### config.mk
export PLATFORM = sky130hd
export DESIGN_NAME = bcd_stopwatch_ctrl_flat
export DESIGN_NICKNAME = d
export VERILOG_FILES = /design/src/rtl/bcd_stopwatch_ctrl_if.sv /design/src/rtl/bcd_stopwatch_ctrl.sv /design/src/flat_wrapper.sv
export SDC_FILE = /design/constraint.sdc
export NUM_CORES = 1
export LEC_CHECK = 0
export ABC_AREA = 1
export BUFFER_PORTS_ARGS = -buffer_cell sky130_fd_sc_hd__buf_2
export CAP_MARGIN = 20
export CORE_MARGIN = 2
export CORE_UTILIZATION = 47
export CTS_CLUSTER_DIAMETER = 60
export DETAILED_ROUTE_END_ITERATION = 8
export PLACE_DENSITY = 0.79
export SYNTH_ARGS = -nofsm -noshare
export SYNTH_HDL_FRONTEND = slang
export SYNTH_SLANG_ARGS = --single-unit
### constraint.sdc
create_clock -name clk -period 1.54 [get_ports clk]
set_input_delay 0.462 -clock clk [delete_from_list [all_inputs] [get_ports clk]]
set_output_delay 0.462 -clock clk [all_outputs]
set_load 0.005 [all_outputs]
### src/rtl/bcd_stopwatch_ctrl_if.sv
// Command and status bundle between the push-button front end and the stopwatch controller.
interface bcd_stopwatch_ctrl_if #(
  parameter int DIGITS = 4
);
  logic                  start_stop;
  logic                  clear;
  logic                  lap;
  logic [4*DIGITS-1:0]   digits;
  logic [4*DIGITS-1:0]   display;
  logic                  running;
  logic                  tick;
  logic                  overflow;

  modport master (
    output start_stop, clear, lap,
    input  digits, display, running, tick, overflow
  );

  modport slave (
    input  start_stop, clear, lap,
    output digits, display, running, tick, overflow
  );
endinterface

### src/rtl/bcd_stopwatch_ctrl.sv
// Run/pause stopwatch controller driving a cascaded BCD digit chain from a prescaled tick.
// Optional lap-freeze display path is enabled by defining LAP_FREEZE_EN.
module bcd_stopwatch_ctrl #(
  parameter int DIGITS   = 4,
  parameter int TICK_DIV = 12000000
) (
  input  logic                  clk,
  input  logic                  reset,
  bcd_stopwatch_ctrl_if.slave   sw
);
  localparam int W  = 4 * DIGITS;
  localparam int PW = $clog2(TICK_DIV);
  localparam logic [PW-1:0] PRESC_LAST = PW'(TICK_DIV - 1);

  typedef enum logic [1:0] {
    IDLE    = 2'd0,
    RUNNING = 2'd1,
    PAUSED  = 2'd2
  } state_t;

  state_t         state_q, state_d;
  logic [PW-1:0]  presc_q, presc_d;
  logic [W-1:0]   digits_q, digits_d;
  logic [W-1:0]   display_q, display_d;
  logic           running_q, running_d;
  logic           tick_q, tick_d;
  logic           overflow_q, overflow_d;
  logic           carry;
  logic           hold_q, hold_d;
  logic [W-1:0]   lap_q, lap_d;

  always_ff @(posedge clk) begin
    if (reset) begin
      state_q    <= IDLE;
      presc_q    <= '0;
      digits_q   <= '0;
      display_q  <= '0;
      running_q  <= 1'b0;
      tick_q     <= 1'b0;
      overflow_q <= 1'b0;
      hold_q     <= 1'b0;
      lap_q      <= '0;
    end else begin
      state_q    <= state_d;
      presc_q    <= presc_d;
      digits_q   <= digits_d;
      display_q  <= display_d;
      running_q  <= running_d;
      tick_q     <= tick_d;
      overflow_q <= overflow_d;
      hold_q     <= hold_d;
      lap_q      <= lap_d;
    end
  end

  always_comb begin
    state_d    = state_q;
    presc_d    = presc_q;
    digits_d   = digits_q;
    tick_d     = 1'b0;
    overflow_d = overflow_q;
    hold_d     = hold_q;
    lap_d      = lap_q;
    carry      = 1'b0;

    for (int i = 0; i < DIGITS; i++) begin
      if (digits_q[4*i +: 4] > 4'd9) digits_d[4*i +: 4] = 4'd0;
    end

    if (sw.clear) begin
      state_d    = IDLE;
      presc_d    = '0;
      digits_d   = '0;
      overflow_d = 1'b0;
      hold_d     = 1'b0;
    end else begin
      case (state_q)
        IDLE:    if (sw.start_stop) state_d = RUNNING;
        RUNNING: if (sw.start_stop) state_d = PAUSED;
        PAUSED:  if (sw.start_stop) state_d = RUNNING;
        default: state_d = IDLE;
      endcase

      // Prescaler advances only while running; a paused partial interval is kept.
      if (state_q == RUNNING) begin
        if (presc_q == PRESC_LAST) begin
          presc_d = '0;
          tick_d  = 1'b1;
        end else begin
          presc_d = presc_q + PW'(1);
        end
      end else if (state_q == IDLE) begin
        presc_d = '0;
      end

      // Single-cycle ripple: a digit steps when every lower digit is 9.
      if (tick_d) begin
        carry = 1'b1;
        for (int i = 0; i < DIGITS; i++) begin
          if (carry) begin
            if (digits_q[4*i +: 4] >= 4'd9) digits_d[4*i +: 4] = 4'd0;
            else                            digits_d[4*i +: 4] = digits_q[4*i +: 4] + 4'd1;
            carry = (digits_q[4*i +: 4] == 4'd9);
          end
        end
        if (carry) overflow_d = 1'b1;
      end

`ifdef LAP_FREEZE_EN
      if (sw.lap && (state_q != IDLE)) begin
        if (hold_q) begin
          hold_d = 1'b0;
        end else begin
          hold_d = 1'b1;
          lap_d  = digits_q;
        end
      end
`endif
    end

    running_d = (state_d == RUNNING);
    display_d = hold_d ? lap_d : digits_d;
  end

`ifndef LAP_FREEZE_EN
  logic lap_unused;
  assign lap_unused = sw.lap;
`endif

  assign sw.digits   = digits_q;
  assign sw.display  = display_q;
  assign sw.running  = running_q;
  assign sw.tick     = tick_q;
  assign sw.overflow = overflow_q;
endmodule

### src/flat_wrapper.sv
// flat-port wrapper written by rule: the top's interface ports become plain ports
module bcd_stopwatch_ctrl_flat 
#(
  parameter int DIGITS   = 4,
  parameter int TICK_DIV = 12000000
)
  (clk, reset, sw_start_stop, sw_clear, sw_lap, sw_digits, sw_display, sw_running, sw_tick, sw_overflow);
  bcd_stopwatch_ctrl_if #(.DIGITS(DIGITS)) sw_i ();
  input  logic clk;
  input  logic reset;
  input wire logic [$bits(sw_i.start_stop)-1:0] sw_start_stop;
  input wire logic [$bits(sw_i.clear)-1:0] sw_clear;
  input wire logic [$bits(sw_i.lap)-1:0] sw_lap;
  output wire logic [$bits(sw_i.digits)-1:0] sw_digits;
  output wire logic [$bits(sw_i.display)-1:0] sw_display;
  output wire logic [$bits(sw_i.running)-1:0] sw_running;
  output wire logic [$bits(sw_i.tick)-1:0] sw_tick;
  output wire logic [$bits(sw_i.overflow)-1:0] sw_overflow;
  assign sw_i.start_stop = sw_start_stop;
  assign sw_i.clear = sw_clear;
  assign sw_i.lap = sw_lap;
  assign sw_digits = sw_i.digits;
  assign sw_display = sw_i.display;
  assign sw_running = sw_i.running;
  assign sw_tick = sw_i.tick;
  assign sw_overflow = sw_i.overflow;
  bcd_stopwatch_ctrl #(.DIGITS(DIGITS), .TICK_DIV(TICK_DIV)) u_core (.clk(clk), .reset(reset), .sw(sw_i));
endmodule
==> run metrics <==
Final Cycle Share=105.9%; hold path startpoint=reset; Setup crit end kind=flip-flop; DRT iter0 DRCs=258; fin crit period=between 1.5 and 2 ns; TritonCTS clock tree=yes; number of buffers created by CTS=9; Final nets=638; final wirelength=10.08 mm; Crit path top cell by count=nand2_4; result of the run=complete, but fails checks; FF-to-FF path depth=11; YS warnings=0; total number of vias=3794; share of cells above drive strength 1=36.80%; CP required=1.83 ns; post-route cell area=0.004862 mm2; Mean Syn Cell Area=about 6.8 um2; r2r setup slk=-0.09 ns; Worst Hold Class=input pin to flip-flop; critical path class=flip-flop to flip-flop; Final Hold Vio Count=0; post-synthesis sequential area ratio=34.92%; fin. max-slew vios=0; vias per cell=5.240; Sw Pwr=0.7670 mW; DRC viols=0; crit path from=u_core.presc_q[0]; port buffer count=38; hpwl dp=6.350 mm; Layout Cells excl Fill=724; CORE AREA=0.007292 mm2; Worst-Margin Slew=0.3428 ns; r2r endpoint=u_core.sw.display[7]; Distinct cells, synth=31; Combinational Power Share=3.4%; DR WL/cell=13.92 um; crit path cell chain=ha_4 -> nand2_4 -> inv_2 -> nand2_4 -> nor2_4 -> buf_6 -> nand4_4 -> clkbuf_16 -> nand2_2 -> nand3_2 -> nor2_1; RePlAce Congestion=0.9500; Worst-path clk slew=about 0.070 ns; most frequent cells in the layout=151 x nand2_1, 55 x buf_4, 50 x dfxtp_1; Area after DPL=0.004193 mm2; io pins=40; Hold Crit Endpoint=u_core.sw.digits[0]; Clock Skews=between 0.007 and 0.008 ns; CP Launch Type=flip-flop; maxcap violations=0; remaining global-route overflow=0; dpl ws=-0.1044 ns; failing checks=negative setup slack; P_int=between 2 and 3 mW; start of the worst register-to-register path=u_core.presc_q[0]; Rows=31; total track usage=22.95%; largest net degree at the start of global routing=26; pwr/cell area=689.8 mW/mm2; most common cell after layout, fill and taps aside=nand2_1; Post-Place Cells=697; Initial Util=48.75%; sw frac=22.87%; Min Hold Slack=0.3660 ns; CP max stage delay=about 0.36 ns; vias in the first global route=around 3600; Worst VDD drop=0.0006968 V; synthesized flop and latch total=between 60 and 70; Highest Clock Rate=613.4 MHz; maximum clock path buffer count=2; crit path max fanout=8; Syn Nets=539; clock network power share=48.6%; die area=0.008275 mm2; Clock Tree Root=clkbuf_8; Leak=2.205 nW; post-route ant nets=0; final worst slack=-0.09029 ns; Die H=just over 90 um; Layout Utilization=between 60% and 70%; Mapped Cells=about 520; # diodes=0; Max-slew headroom=77.12%; first-pass GRT wire length=15.61 mm; CP delay by family, top=simple AND/OR/NAND/NOR gates; Final setup viols=33; Pre-Repair DR Iteration Count=5; RSZ-0062 raised after global routing=yes; Crit-path slowest cell=dfxtp_2; CTS H-tree depth=3; critical path buffer and inverter count=3; Die W=around 91 um; sequential power share=48.0%; initial antenna violation count=0; WP data arrival=between 1.5 and 2 ns; Synth Cell Area=0.003555 mm2; Hold-fix buffers, CTS=0; Clock Sinks=62; Clk Latency, worst-skew pair=0.35 ns; Hold Crit Depth=2; area delta synth->final=36.78%
## stage by stage
step                      total power, mW  setup TNS, ns
after floorplan                     1.706              0
after global placement              1.747        -0.9169
after detailed placement            1.751         -2.259
after CTS                           3.367        -0.2744
after global routing                3.441         -4.116
final                               3.354         -2.109
## layer usage
layer / global-route usage [%] / vias to the layer above / share of wire, %
li1: - / 1847 / -
met1: 27.32 / 1793 / 42
met2: 39.75 / 135 / 50
met3: 5.560 / 19 / 5.6
met4: 8.838 / 0 / 1.8
met5: 0 / - / 0
## worst register-to-register path: stages (launching register included)
cell and delay [ns]:
dfxtp_2 0.36, ha_4 0.16, nand2_4 0.06, inv_2 0.07, nand2_4 0.05, nor2_4 0.16
buf_6 0.13, nand4_4 0.11, clkbuf_16 0.21, nand2_2 0.07, nand3_2 0.08, nor2_1 0.11
## Yosys cell counts (all sizes together)
cell type	instances	area, um2
nand3	48	297.8
xor2	5	43.79
o211a	1	10.01
nor2	71	345.3
xnor2	4	35.03
nor3	4	20.02
o21bai	1	7.510
o21ai	20	100.1
ha	13	162.7
or2	1	6.260
nand2	187	774.5
inv	53	198.9
o31ai	1	7.510
nand4	10	77.57
a21oi	25	132.6
buf	7	56.30
clkbuf	6	22.52
dfxtp	62	1241
a211oi	2	15.01
## power by group through the flow
stage	Sequential, mW	Clock [mW]	Combinational [mW]
after global placement	1.65	0	0.101
after detailed placement	1.65	0	0.104
after global routing	1.61	1.71	0.126
final	1.61	1.63	0.115
after floorplan	1.65	0	0.0610
after CTS	1.61	1.65	0.107
## sequential cells by signal, summed over array words and instances, names as in the netlist
signal              count
u_core.state_q          2
u_core.sw.running       1
u_core.presc_q         24
u_core.hold_q           1
u_core.sw.display      16
u_core.sw.digits       16
u_core.sw.tick          1
u_core.sw.overflow      1
## cell type report
type | count | area [um2]
tap | 99 | 123.9
fill | 590 | 2430
sequential | 62 | 1256
multi-input combinational | 393 | 2318
clock buffer | 10 | 137.6
timing repair buffer | 101 | 737.0
clock inverter | 6 | 85.08
inverter | 53 | 203.9
## cells by family after synthesis
group                    after synthesis  synth area share [%]
AO/OA/AOI/OAI                         50                 7.674
buffers and inverters                 66                 7.814
XOR/XNOR                               9                 2.217
adder cells (fa/ha/maj)               13                 4.576
flip-flops                            62                 34.92
AND/OR/NAND/NOR                      321                 42.80
## repair_timing
| action | in CTS | in global routing |
|---|---|---|
| resized for setup | 26 | 78 |
| buffers inserted | 5 | 5 |
| pin swaps | 10 | 33 |
| gates cloned | 0 | 1 |
| setup endpoints to repair | 38 | 52 |
| endpoints found under the hold margin | 0 | 0 |
## worst max path at each step
| stage | to | slack, ns | cells after the start |
|---|---|---|---|
| 3_5_place_dp | u_core.sw.display[4] | -0.10 | 11 |
| 4_1_cts | u_core.sw.overflow | -0.03 | 11 |
| 2_1_floorplan | u_core.sw.display[11] | 0.003 | 11 |
| 6_report | u_core.sw.display[7] | -0.09 | 11 |
| 5_1_grt | u_core.sw.digits[8] | -0.13 | 11 |
| 3_3_place_gp | u_core.sw.display[4] | -0.05 | 11 |
(Power assumes the default switching activity.)
